File: config.mk
export PLATFORM = sky130hd
export DESIGN_NAME = scan_chain_controller_flat
export DESIGN_NICKNAME = d
export VERILOG_FILES = /design/src/rtl/scan_chain_if.sv /design/src/rtl/scan_chain_controller.sv /design/src/flat_wrapper.sv
export SDC_FILE = /design/constraint.sdc
export NUM_CORES = 1
export LEC_CHECK = 0
export CORE_UTILIZATION = 54
export DETAILED_ROUTE_END_ITERATION = 8
export PLACE_DENSITY_LB_ADDON = 0.1
export SYNTH_ARGS = -nofsm -noshare
export SYNTH_HDL_FRONTEND = slang
export SYNTH_SLANG_ARGS = --single-unit
File: constraint.sdc
create_clock -name clk -period 2.5 [get_ports clk]
set_input_delay 0.375 -clock clk [delete_from_list [all_inputs] [get_ports clk]]
set_output_delay 0.375 -clock clk [all_outputs]
set_load 0.01 [all_outputs]
File: src/rtl/scan_chain_if.sv
// Sequencer-side request/response bundle for scan_chain_controller.
// Compare signals (expected, mask, fail) exist only when SCAN_COMPARE_EN is defined.
interface scan_chain_if #(
  parameter int unsigned CHAIN_LEN = 2
) ();

  logic                 start;
  logic                 abort;
  logic [CHAIN_LEN-1:0] pattern;
  logic                 busy;
  logic                 done;
  logic [CHAIN_LEN-1:0] response;
`ifdef SCAN_COMPARE_EN
  logic [CHAIN_LEN-1:0] expected;
  logic [CHAIN_LEN-1:0] mask;
  logic                 fail;
`endif

`ifdef SCAN_COMPARE_EN
  modport master (
    output start, abort, pattern, expected, mask,
    input  busy, done, response, fail
  );

  modport slave (
    input  start, abort, pattern, expected, mask,
    output busy, done, response, fail
  );
`else
  modport master (
    output start, abort, pattern,
    input  busy, done, response
  );

  modport slave (
    input  start, abort, pattern,
    output busy, done, response
  );
`endif

endinterface

File: src/rtl/scan_chain_controller.sv
// Tester-side driver for one mux-D scan chain: load pattern, capture, unload response.
// SCAN_COMPARE_EN adds a masked compare of the unloaded response against an expected vector.
module scan_chain_controller #(
  parameter int unsigned CHAIN_LEN  = 2,
  parameter int unsigned CAP_CYCLES = 1
) (
  input  logic       clk,
  input  logic       rst,
  scan_chain_if.slave seq,
  input  logic       scan_out,
  output logic       scan_en,
  output logic       scan_in
);

  localparam int unsigned MAX_CYC = (CHAIN_LEN > CAP_CYCLES) ? CHAIN_LEN : CAP_CYCLES;
  localparam int unsigned CNT_W   = $clog2(MAX_CYC + 1);

  typedef enum logic [2:0] {
    IDLE,
    LOAD,
    CAPTURE,
    UNLOAD,
    DONE
  } state_t;

  state_t               state, state_nxt;
  logic [CNT_W-1:0]     cnt, cnt_nxt;
  logic [CNT_W-1:0]     unload_idx;
  logic [CHAIN_LEN-1:0] shreg, shreg_nxt;
  logic [CHAIN_LEN-1:0] response_q, response_nxt;
  logic                 scan_en_nxt, scan_in_nxt;
  logic                 busy_q, busy_nxt;
  logic                 done_q, done_nxt;
`ifdef SCAN_COMPARE_EN
  logic [CHAIN_LEN-1:0] expected_q, expected_nxt;
  logic [CHAIN_LEN-1:0] mask_q, mask_nxt;
  logic                 fail_q, fail_nxt;
`endif

  // State and datapath registers
  always_ff @(posedge clk or negedge rst) begin
    if (!rst) begin
      state      <= IDLE;
      cnt        <= '0;
      shreg      <= '0;
      response_q <= '0;
      scan_en    <= 1'b0;
      scan_in    <= 1'b0;
      busy_q     <= 1'b0;
      done_q     <= 1'b0;
`ifdef SCAN_COMPARE_EN
      expected_q <= '0;
      mask_q     <= '0;
      fail_q     <= 1'b0;
`endif
    end else begin
      state      <= state_nxt;
      cnt        <= cnt_nxt;
      shreg      <= shreg_nxt;
      response_q <= response_nxt;
      scan_en    <= scan_en_nxt;
      scan_in    <= scan_in_nxt;
      busy_q     <= busy_nxt;
      done_q     <= done_nxt;
`ifdef SCAN_COMPARE_EN
      expected_q <= expected_nxt;
      mask_q     <= mask_nxt;
      fail_q     <= fail_nxt;
`endif
    end
  end

  // Next state, counter reload on entry, and next values of registered outputs
  always_comb begin
    state_nxt    = state;
    cnt_nxt      = cnt;
    shreg_nxt    = shreg;
    response_nxt = response_q;
    unload_idx   = CNT_W'(CHAIN_LEN - 1) - cnt;
`ifdef SCAN_COMPARE_EN
    expected_nxt = expected_q;
    mask_nxt     = mask_q;
`endif

    case (state)
      IDLE: begin
        if (seq.start && !seq.abort) begin
          state_nxt = LOAD;
          cnt_nxt   = CNT_W'(CHAIN_LEN - 1);
          shreg_nxt = seq.pattern;
`ifdef SCAN_COMPARE_EN
          expected_nxt = seq.expected;
          mask_nxt     = seq.mask;
`endif
        end
      end
      LOAD: begin
        if (seq.abort) begin
          state_nxt = IDLE;
        end else if (cnt == '0) begin
          state_nxt = CAPTURE;
          cnt_nxt   = CNT_W'(CAP_CYCLES - 1);
        end else begin
          cnt_nxt   = cnt - CNT_W'(1);
          shreg_nxt = shreg >> 1;
        end
      end
      CAPTURE: begin
        if (seq.abort) begin
          state_nxt = IDLE;
        end else if (cnt == '0) begin
          state_nxt = UNLOAD;
          cnt_nxt   = CNT_W'(CHAIN_LEN - 1);
        end else begin
          cnt_nxt = cnt - CNT_W'(1);
        end
      end
      UNLOAD: begin
        if (seq.abort) begin
          state_nxt = IDLE;
        end else begin
          // Bit k of the response is the k-th bit seen on scan_out
          for (int unsigned k = 0; k < CHAIN_LEN; k++) begin
            if (unload_idx == CNT_W'(k)) response_nxt[k] = scan_out;
          end
          if (cnt == '0) state_nxt = DONE;
          else           cnt_nxt   = cnt - CNT_W'(1);
        end
      end
      DONE: begin
        state_nxt = IDLE;
      end
      default: begin
        state_nxt = IDLE;
      end
    endcase

    scan_en_nxt = (state_nxt == LOAD) || (state_nxt == UNLOAD);
    scan_in_nxt = (state_nxt == LOAD) && shreg_nxt[0];
    busy_nxt    = (state_nxt != IDLE);
    done_nxt    = (state_nxt == DONE);
`ifdef SCAN_COMPARE_EN
    fail_nxt = fail_q;
    if (state_nxt == DONE) fail_nxt = |((response_nxt ^ expected_q) & mask_q);
`endif
  end

  assign seq.busy     = busy_q;
  assign seq.done     = done_q;
  assign seq.response = response_q;
`ifdef SCAN_COMPARE_EN
  assign seq.fail     = fail_q;
`endif

endmodule
File: src/flat_wrapper.sv
// flat-port wrapper written by rule: the top's interface ports become plain ports
module scan_chain_controller_flat 
#(
  parameter int unsigned CHAIN_LEN  = 2,
  parameter int unsigned CAP_CYCLES = 1
)
  (clk, rst, scan_out, scan_en, scan_in, seq_start, seq_abort, seq_pattern, seq_busy, seq_done, seq_response);
  scan_chain_if #(.CHAIN_LEN(CHAIN_LEN)) seq_i ();
  input  logic clk;
  input  logic rst;
  input  logic scan_out;
  output logic scan_en;
  output logic scan_in;
  input wire logic [$bits(seq_i.start)-1:0] seq_start;
  input wire logic [$bits(seq_i.abort)-1:0] seq_abort;
  input wire logic [$bits(seq_i.pattern)-1:0] seq_pattern;
  output wire logic [$bits(seq_i.busy)-1:0] seq_busy;
  output wire logic [$bits(seq_i.done)-1:0] seq_done;
  output wire logic [$bits(seq_i.response)-1:0] seq_response;
  assign seq_i.start = seq_start;
  assign seq_i.abort = seq_abort;
  assign seq_i.pattern = seq_pattern;
  assign seq_busy = seq_i.busy;
  assign seq_done = seq_i.done;
  assign seq_response = seq_i.response;
  scan_chain_controller #(.CHAIN_LEN(CHAIN_LEN), .CAP_CYCLES(CAP_CYCLES)) u_core (.clk(clk), .rst(rst), .seq(seq_i), .scan_out(scan_out), .scan_en(scan_en), .scan_in(scan_in));
endmodule
### Yosys cells after proc, flatten, opt, wreduce, memory -nomap -nowiden

Cells that the tools add are included.
W data, S select, Z words.

| word-level totals | value |
|---|---|
| register bits after elaboration | 13 |
| output and inout port bits | 6 |
| logic and storage cells | 60 |

| cells by class | value |
|---|---|
| $add $sub $neg | 2 |
| eq/ne operators | 13 |
| muxes and demuxes | 20 |
| bitwise operators | 1 |
| reduce and logical (&&, ||, !) cells | 14 |

Operators with widths:

| operator | number |
|---|---|
| $mux W3 | 7 |
| $mux W2 | 10 |
| $pmux W3 S4 | 1 |
| $ne A2 B2 Y1 const B | 5 |
| $eq A3 B2 Y1 const B | 3 |
| $pmux W2 S4 | 1 |
| $eq A3 B1 Y1 const B | 2 |
| $reduce_and A3 Y1 | 2 |
| $reduce_and A6 Y1 | 1 |
| $logic_not A2 Y1 | 2 |
| $pmux W2 S2 | 1 |
| $reduce_and A4 Y1 | 1 |
| $reduce_bool A4 Y1 | 1 |
| $eq A3 B3 Y1 const B | 1 |
| $logic_not A3 Y1 | 1 |
| $reduce_bool A3 Y1 | 1 |
| $eq A2 B1 Y1 const B | 1 |
| $logic_and A1 B1 Y1 | 2 |
| $ne A2 B1 Y1 const B | 1 |
| $reduce_bool A2 Y1 | 1 |
| $sub A1 B2 Y2 const A | 1 |
| $sub A2 B1 Y2 const B | 1 |
| $logic_not A1 Y1 | 1 |
| $logic_or A1 B1 Y1 | 1 |
| $not A1 Y1 | 1 |

### Longest topological paths before layout

| depth | value |
|---|---|
| word-level depth | 6 |
| depth in mapped cells | 7 |
| mapped depth without buffers | 6 |

### Worst setup path after synthesis

No wires, ideal clock.

| timing path | value |
|---|---|
| path kind | register to register |
| start | reg u_core.cnt[0] |
| end | reg u_core.response_q[1], in the netlist u_core.seq.response[1] |
| library setup time | 0.128 ns |
| data arrival time | 1.368 ns |
| setup slack | 1.004 ns |
| stages on the path, launching flop included | 7 |
| path buffers | 1 |
| path through | dfrtp_1 > inv_1 > ha_1 > buf_2 > nand3_4 > nor3_4 > mux2_1 |

| between the ends | value |
|---|---|
| longest elaborated chain between the ends | 3 |

Ends and longest elaborated chain:

| item | line | RTL |
|---|---|---|
| start, declared | scan_chain_controller.sv:27 | `logic [CNT_W-1:0] cnt, cnt_nxt;` |
| start signal, assigned | scan_chain_controller.sv:58 | `cnt <= cnt_nxt;` |
| $sub A1 B2 Y2 | scan_chain_controller.sv:79 | `unload_idx = CNT_W'(CHAIN_LEN - 1) - cnt;` |
| $eq A2 B1 Y1 | scan_chain_controller.sv:124 | `if (unload_idx == CNT_W'(k)) response_nxt[k] = scan_out;` |
| $reduce_and A3 Y1 (no line) | n/a |  |
| end signal, assigned | scan_chain_controller.sv:60 | `response_q <= response_nxt;` |
| end, declared | scan_chain_controller.sv:30 | `logic [CHAIN_LEN-1:0] response_q, response_nxt;` |

No other way between the ends.
A chain may end at the register's enable or synchronous reset.

### Worst setup path in the final report

Same ends and word-level chain as after synthesis.

==> reports/metrics.cfg <==
[run_status]
outcome = completed

[synthesis]
async_flop_share = 1.000
ys_warn_count = 0
synth.avg_cell_area_um2 = 10.71
synthSimpleGateAreaFrac = 0.2368
synth_top_family_by_area = simple AND/OR/NAND/NOR gates
synth_flop_cell = dfrtp_1
synth_mux_area_frac = 0.04934
synth_seq_cells = 13
syn_nets = 82
synthXorXnorAreaFrac = 0.02303
ys_seq_area_frac = 0.4276
synth.distinct_cells = 31
synth_edf_count = 0
synth_compound_area_frac = 0.1365
syn-instance-count = 71
synth_area_um2 = 760.7
synthAdderAreaFrac = 0.06579

[power_and_ir_drop]
power_density_nw_per_um2 = 832.2
ir_drop_v = 0.0004846
power_leakage_nw = 0.3785

[global_routing]
grt_pass1_vias = 477
grt_use_total = 0.2072
antenna_found_initial = 0
overflow = 0
grt_pass1_wl_um = 2132
grt_max_degree = 16

[clock_tree]
post_cts_resized = 0
clock_path_buffers = 2
cts_setup_buffers = 0
clock_sinks = 13
htree_levels = 1
hold_buffers = 0
clkTransAtPathRegs_ns = 0.07
clockRootBuffer = clkbuf_4
clock_latency_ns = 0.26
cts_tree = done
cts_made_buffers = 3

[setup_path]
cp_max_fo = 9
cp.arrival_ns = 1.87
end_kind = flop
setup.worst_path.start_class = flop
cp.required_ns = 2.65
crit_type = flop to flop
reg2reg_setup_slack_ns = 0.78
reg2regPathDepth = 5

[cells_and_area]
layout_commonest_cell = dfrtp_1
layout_common_cells = 13 x dfrtp_1, 12 x clkdlybuf4s50_1, 7 x nand2_1
areaGrowthSynthToFinish_pct = 16.61
fillCellCount = 113
diodes = 0
num-nets-final = 95
drive_above_1_share = 0.1446
final_area_um2 = 887.1

[die]
core_area_um2 = 1301
fp.dieW_um = 39.54
io_pins = 13
rows = 13
die_y_um = 39.54
initial_utilization = 0.5846
dieArea_um2 = 1563

[routing]
firstDrtPassIters = 4
drt_iter0_drc = 13
via_count = 550
wl_per_cell_um = 13.95
vias_per_cell = 5.612
postRouteAntennaNets = 0
wl_um = 1367
drc = 0

[placement]
port_buffers = 12
place_area_um2 = 860.8
gp_congestion = 0.7137
dp_hpwl_um = 997

[timing]
fin_setup_tns_ns = 0
fin_skew_ns = 0.001074
finalCriticalPeriod_ns = 1.716
rsz0062_at_grt = no
slew_headroom = 0.6095
drv_slew = 0
timing.fmax_mhz = 582.7
finalHoldViolations = 0
worst_slew_pin_slew_ns = 0.5839
setup_viol = 0
finalCritPeriodShare = 0.6865

[worst_hold_path]
worstHoldPathType = input pin to asynchronous set/reset pin

[run]
maxCapViolations = 0

## final cells by class
class                      instances  area [um^2]  share of cell area
sequential                        13        325.3              0.3667
inverter                           2        7.507            0.008463
multi-input combinational         52        389.1              0.4386
timing repair buffer              12        120.1              0.1354
tap                               15        18.77             0.02116
clock buffer                       4        26.28             0.02962
## metrics by stage
stage               total power [W]  setup slack, ns  std cells    util  hold WS, ns
finish                    0.0007382           0.7838         98  0.6817       0.4784
global route              0.0007972           0.6770         98  0.6817       0.5051
CTS                       0.0007469           0.7810         98  0.6817       0.4860
detailed placement        0.0006193           0.6594         94  0.6615       0.4867
global placement          0.0006046           0.7186         94  0.6615       0.4724
floorplan                 0.0005285            1.004         71       -      0.07941
## final timing paths
| path | from | to |
|---|---|---|
| max in group asynchronous | rst | u_core.seq.response[0] |
| hold / removal | rst | u_core.seq.done |
| setup / recovery | u_core.cnt[0] | u_core.seq.response[1] |
| setup reg to reg | u_core.cnt[0] | u_core.seq.response[1] |
| min in group clk | u_core.seq.response[1] | u_core.seq.response[1] |
| hold reg to reg | u_core.seq.response[1] | u_core.seq.response[1] |
## worst max-delay path: stages (launching register included)
cell	delay, ns
dfrtp_1	0.43
inv_1	0.12
ha_1	0.40
nand3_4	0.15
nor3_4	0.17
mux2_1	0.34
## flip-flops by register name, indices dropped and copies added (netlist names)
name,cells
u_core.cnt,2
u_core.scan_en,1
u_core.scan_in,1
u_core.seq.busy,1
u_core.seq.done,1
u_core.seq.response,2
u_core.shreg,2
u_core.state,3
## cells by family (layout without fill, tap and decap cells)
group	after synthesis	in the layout
xor gates and xnor gates	2	2
DFF	13	13
muxes	3	3
adders and majority gates	4	4
AOI/OAI and AO/OA	14	14
and+or+nand+nor	29	29
buffers and inverters	6	18
## power breakdown
| part | internal (W) | switching, W |
|---|---|---|
| Sequential | 0.000266 | 0.0000760 |
| Combinational | 0.000143 | 0.000129 |
| Clock | 0.0000616 | 0.0000629 |
## synthesized netlist by cell type (2+ instances only)
cell / number / share of area
buf_6: 3 / 0.044
inv_1: 2 / 0.0099
o21ai_1: 3 / 0.020
o21ai_0: 3 / 0.020
ha_1: 4 / 0.066
nor2_1: 4 / 0.020
xor2_1: 2 / 0.023
a21oi_1: 2 / 0.013
dfrtp_1: 13 / 0.43
mux2_1: 2 / 0.030
nor2b_1: 4 / 0.033
o311a_1: 2 / 0.026
nand2_1: 7 / 0.035
nor3_1: 3 / 0.020
## routing by layer
metal	vias up	part of all wire	global-route usage
met5	-	0	0
met4	0	0.0088	0.07759
met3	2	0.029	0.05114
met2	9	0.48	0.2992
met1	266	0.48	0.2939
li1	273	-	-
Note: power is estimated with default switching activity, not from simulation.
